`src/rtl/matrix_mul_seq.sv`:
```
`timescale 1ns/1ps
`default_nettype none
// +--------------------------------------------------------------------------+
// | matrix_mul_seq: sequential signed fixed-point matrix multiply, one MAC.  |
// | Rev 1.0                                                                  |
// +--------------------------------------------------------------------------+
module matrix_mul_seq #(
   parameter int M     = 4,
   parameter int K     = 4,
   parameter int N     = 4,
   parameter int WIDTH = 16,
   parameter int FRAC  = 8,
   parameter int ACC_W = 2*WIDTH + $clog2(K) + 1
) (
   input  logic                     clk,
   input  logic                     rst_n,
   input  logic                     in_valid,
   output logic                     in_ready,
   input  logic [M*K*WIDTH-1:0]     matA,
   input  logic [K*N*WIDTH-1:0]     matB,
   input  logic                     imagA,
   input  logic                     imagB,
   output logic                     out_valid,
   input  logic                     out_ready,
   output logic [M*N*WIDTH-1:0]     res,
   output logic                     sat
);

   localparam int IW = (M > 1) ? $clog2(M) : 1;
   localparam int JW = (N > 1) ? $clog2(N) : 1;
   localparam int KW = (K > 1) ? $clog2(K) : 1;

   localparam logic signed [ACC_W-1:0] c_max = {{(ACC_W-WIDTH+1){1'b0}}, {(WIDTH-1){1'b1}}};
   localparam logic signed [ACC_W-1:0] c_min = {{(ACC_W-WIDTH+1){1'b1}}, {(WIDTH-1){1'b0}}};

   typedef enum logic [1:0] {
      IDLE = 2'd0,
      CALC = 2'd1,
      DONE = 2'd2
   } state_t;

   state_t r_state;
   state_t w_state_next;

   logic [M-1:0][K-1:0][WIDTH-1:0] r_a;
   logic [K-1:0][N-1:0][WIDTH-1:0] r_b;
   logic [M-1:0][N-1:0][WIDTH-1:0] r_res;
   logic                           r_neg;
   logic                           r_sat;
   logic [IW-1:0]                  r_i;
   logic [JW-1:0]                  r_j;
   logic [KW-1:0]                  r_k;
   logic signed [ACC_W-1:0]        r_acc;

   logic                           w_accept;
   logic                           w_last_i;
   logic                           w_last_j;
   logic                           w_last_k;
   logic signed [2*WIDTH-1:0]      w_prod;
   logic signed [ACC_W-1:0]        w_term;
   logic signed [ACC_W-1:0]        w_acc_final;
   logic signed [ACC_W-1:0]        w_scaled;
   logic [WIDTH-1:0]               w_elem;
   logic                           w_clamp;

   assign w_accept = in_valid && in_ready;
   assign w_last_i = (r_i == IW'(M-1));
   assign w_last_j = (r_j == JW'(N-1));
   assign w_last_k = (r_k == KW'(K-1));

   assign w_prod      = $signed(r_a[r_i][r_k]) * $signed(r_b[r_k][r_j]);
   assign w_term      = ACC_W'(w_prod);
   assign w_acc_final = r_acc + (r_neg ? -w_term : w_term);
   // Arithmetic shift floors toward -inf; no rounding is applied.
   assign w_scaled    = w_acc_final >>> FRAC;

   always_comb begin
      w_elem  = w_scaled[WIDTH-1:0];
      w_clamp = 1'b0;
      if (w_scaled > c_max) begin
         w_elem  = c_max[WIDTH-1:0];
         w_clamp = 1'b1;
      end else if (w_scaled < c_min) begin
         w_elem  = c_min[WIDTH-1:0];
         w_clamp = 1'b1;
      end
   end

   always_ff @(posedge clk) begin
      if (!rst_n) r_state <= IDLE;
      else        r_state <= w_state_next;
   end

   always_comb begin
      w_state_next = r_state;
      in_ready     = 1'b0;
      out_valid    = 1'b0;
      case (r_state)
         IDLE: begin
            in_ready = rst_n;
            if (w_accept) w_state_next = CALC;
         end
         CALC: begin
            if (w_last_k && w_last_j && w_last_i) w_state_next = DONE;
         end
         DONE: begin
            out_valid = 1'b1;
            if (out_ready) w_state_next = IDLE;
         end
         default: w_state_next = IDLE;
      endcase
   end

   always_ff @(posedge clk) begin
      if (!rst_n) begin
         r_a   <= '0;
         r_b   <= '0;
         r_res <= '0;
         r_neg <= 1'b0;
         r_sat <= 1'b0;
         r_i   <= '0;
         r_j   <= '0;
         r_k   <= '0;
         r_acc <= '0;
      end else begin
         case (r_state)
            IDLE: begin
               if (w_accept) begin
                  r_a   <= matA;
                  r_b   <= matB;
                  r_neg <= imagA && imagB;
                  r_sat <= 1'b0;
                  r_i   <= '0;
                  r_j   <= '0;
                  r_k   <= '0;
                  r_acc <= '0;
               end
            end
            CALC: begin
               if (w_last_k) begin
                  r_res[r_i][r_j] <= w_elem;
                  r_sat           <= r_sat | w_clamp;
                  r_acc           <= '0;
                  r_k             <= '0;
                  if (w_last_j) begin
                     r_j <= '0;
                     r_i <= w_last_i ? '0 : r_i + 1'b1;
                  end else begin
                     r_j <= r_j + 1'b1;
                  end
               end else begin
                  r_acc <= w_acc_final;
                  r_k   <= r_k + 1'b1;
               end
            end
            default: ;
         endcase
      end
   end

   assign res = r_res;
   assign sat = r_sat;

endmodule
`default_nettype wire
```
`config.mk`:
```
export PLATFORM = sky130hd
export DESIGN_NAME = matrix_mul_seq
export DESIGN_NICKNAME = d
export VERILOG_FILES = /design/src/rtl/matrix_mul_seq.sv
export SDC_FILE = /design/constraint.sdc
export NUM_CORES = 2
export LEC_CHECK = 0
export ABC_AREA = 1
export BUFFER_PORTS_ARGS = -buffer_cell sky130_fd_sc_hd__buf_4
export CAP_MARGIN = 40
export CORE_MARGIN = 3
export CORE_UTILIZATION = 26
export DETAILED_ROUTE_END_ITERATION = 12
export PLACE_DENSITY_LB_ADDON = 0.25
export SYNTH_ARGS = -nofsm -noshare
export SYNTH_HDL_FRONTEND = slang
export SYNTH_SLANG_ARGS = --single-unit
```
`constraint.sdc`:
```
create_clock -name clk -period 13.2 [get_ports clk]
set_input_delay 2.64 -clock clk [delete_from_list [all_inputs] [get_ports clk]]
set_output_delay 2.64 -clock clk [all_outputs]
set_load 0.05 [all_outputs]
```
==> flow_summary.toml <==
[run_status]
outcome = "finished clean"

[global_route]
grt_max_degree = 183
gr-usage-met3 = 0.0286
use_met1 = 0.267
antenna_found_initial = 39
grt_pass1_vias = 45537
track_usage = 0.211
grt_pass1_wl_um = 303000
use_met2 = 0.350
grt_remaining_overflow = 0
grt-busiest-layer = "met2"

[critical_path]
path_class = "reg2reg"
crit_required_ns = 13.86
path_max_fanout = 28
r2r_start = "r_i[1]"
rrSetupSlack_ns = 1.09
reg2regPathDepth = 50
critPathSlowestCell = "fa_1"
r2r-end = "res[120]"
cp-start-kind = "flip-flop"
crit_arrival_ns = 12.78
cpMostUsedCell = "nand2_1"
end_kind = "flip-flop"
slowest_delay_ns = 0.55

[logic_synthesis]
ys_warn_count = 0
yosysTopAreaCell = "dfxtp_1"
synth_area_leaders = "dfxtp_1 (34%), nand2_1 (13%), fa_1 (11%), inv_1 (8.7%), nand3_1 (8.1%)"
ys.flop_type = "dfxtp_1"
synthArstFlopShare = 0
synth_seq_cells = 813
synth.distinct_cells = 44
synth_area_um2 = 47900
syn_nets = 7897
syn-mean-instance-area_um2 = 6.85
synthCells = 6987
seq_area_frac_synth = 0.340
synth-edff-count = 0
synth_top_area_frac = 0.340

[drt]
dr.pass1.iters = 6
num_vias = 47394
via_per_inst = 4.69
routed_wl_um = 206000
drtIter0Drc = 4330
drt-wirelength-per-cell_um = 20.4
antenna_left = 0
drc = 0

[placement]
gp_congestion = 0.892
hpwlAfterDp_um = 155000
pre_cts_ws_ns = 1.03
port_buffers = 776

[timing]
clock_skew_ns = 0.0268
fin_crit_ns = 12.11
setup_ws_ns = 1.09
relSlewSlack = 0.353
grt_setup_unrepaired = "no"
period_share = 0.918
finalMaxSlewViolations = 0
whs_ns = 0.460
final-setup-viol-count = 0
max_freq_mhz = 82.6
tightest_slew_ns = 0.960
finalHoldViolations = 0
setup-tns-final_ns = 0

[die]
start_util = 0.263
die-area_um2 = 189000
die_w_um = 435
io_pins = 777
core_area_um2 = 182000
num_rows = 156
die_height_um = 435

[hold_path]
hp-start = "r_a[192]"
min_to = "r_a[192]"
hp-class = "reg2reg"
whs_path_depth = 2

[final_layout]
nFillCells = 19821
drive_above_1_share = 0.146
final_common_cell = "nand2_1"
area_growth_pct = 24.6
multi_input_area_um2 = 25800
register_area_um2 = 16300
nets = 8473
layout_common_cells = "nand2_1 (1,709), inv_1 (1,103), buf_4 (860)"
post-route-util = 0.328

[clock_tree]
ctsHtreeMaxLevel = 3
clock_latency_ns = 0.74
cts_buffers = 95
cts_root_buf = "clkbuf_16"
cts_tree = "done"
clk_pin_slew_ns = 0.06
cts_buffer_depth = 3
cts_sinks = 813

[flow_run]
drv_cap = 0
[metal layers]
| layer | wire length, µm | part of all wire | vias to the layer above |
|---|---|---|---|
| met5 | 14 | 0.000068 | - |
| met4 | 10700 | 0.052 | 2 |
| met2 | 98200 | 0.48 | 1686 |
| met3 | 12300 | 0.060 | 341 |
| li1 | - | - | 22833 |
| met1 | 84700 | 0.41 | 22532 |
[state kept, by name (all words and copies together) (netlist names)]
name     flops
r_i          2
r_k          2
r_neg        1
sat          1
r_a        256
res        256
r_state      2
r_j          2
r_b        256
r_acc       35
[repair_timing]
| action | in CTS | in global routing |
|---|---|---|
| hold endpoints to repair | 0 | 0 |
| resized for setup | 0 | 2 |
| setup buffers | 0 | 0 |
| hold buffers | 0 | 0 |
| setup endpoints to repair | 0 | 18 |
[worst max-delay path by stage]
stage,startpoint,endpoint,cells past startpoint
after floorplan,r_k[0],res[7],55
after global placement,r_k[0],res[56],54
after detailed placement,r_k[0],res[120],51
after CTS,r_k[0],res[120],51
after global routing,r_i[1],res[77],51
final,r_i[1],res[120],50
[synthesized netlist by cell type (22+ instances only)]
cell type  instances
a21oi_1          382
nand2_1         1713
fa_1             263
dfxtp_1          813
nand4_1           22
o21ai_0          564
buf_1             37
xor2_1            36
inv_1           1107
ha_1             129
nor2_1           631
buf_2             30
clkbuf_1         331
nand3_1          770
[layout make-up]
| class | instances | area share |
|---|---|---|
| tap | 2449 | 0.0514 |
| antenna | 29 | 0.00122 |
| clock inverter | 28 | 0.00638 |
| sequential | 813 | 0.273 |
| clock buffer | 144 | 0.0471 |
| inverter | 1124 | 0.0711 |
| multi-input combinational | 4640 | 0.432 |
| timing repair buffer | 889 | 0.118 |
[cell families after synthesis]
logic type / count (synthesis) / synth area share
flops: 813 / 0.340
fa+ha+maj: 392 / 0.144
simple gates: 3198 / 0.277
xor+xnor: 54 / 0.00988
compound gates: 996 / 0.107
buf+inv: 1534 / 0.123
[per-stage QoR]
| step | cells | cell area, µm² |
|---|---|---|
| final | 10116 | 59600 |
| after global routing | 10112 | 59600 |
| after CTS | 10087 | 59600 |
| after detailed placement | 9915 | 56400 |
| after global placement | 9900 | 56100 |
| after floorplan | 6987 | 47900 |
[critical path: cells and delay by family (launching register included)]
family	cells	cell delay, ns
fa+ha+maj	8	3.81
buf+inv	9	1.39
xor+xnor	1	0.31
flops	1	0.35
compound gates	3	0.50
simple gates	29	5.58
Power is left out: the tool's default activity adds up to more than one toggle a clock period on the data nets, which glitch-free logic cannot reach.
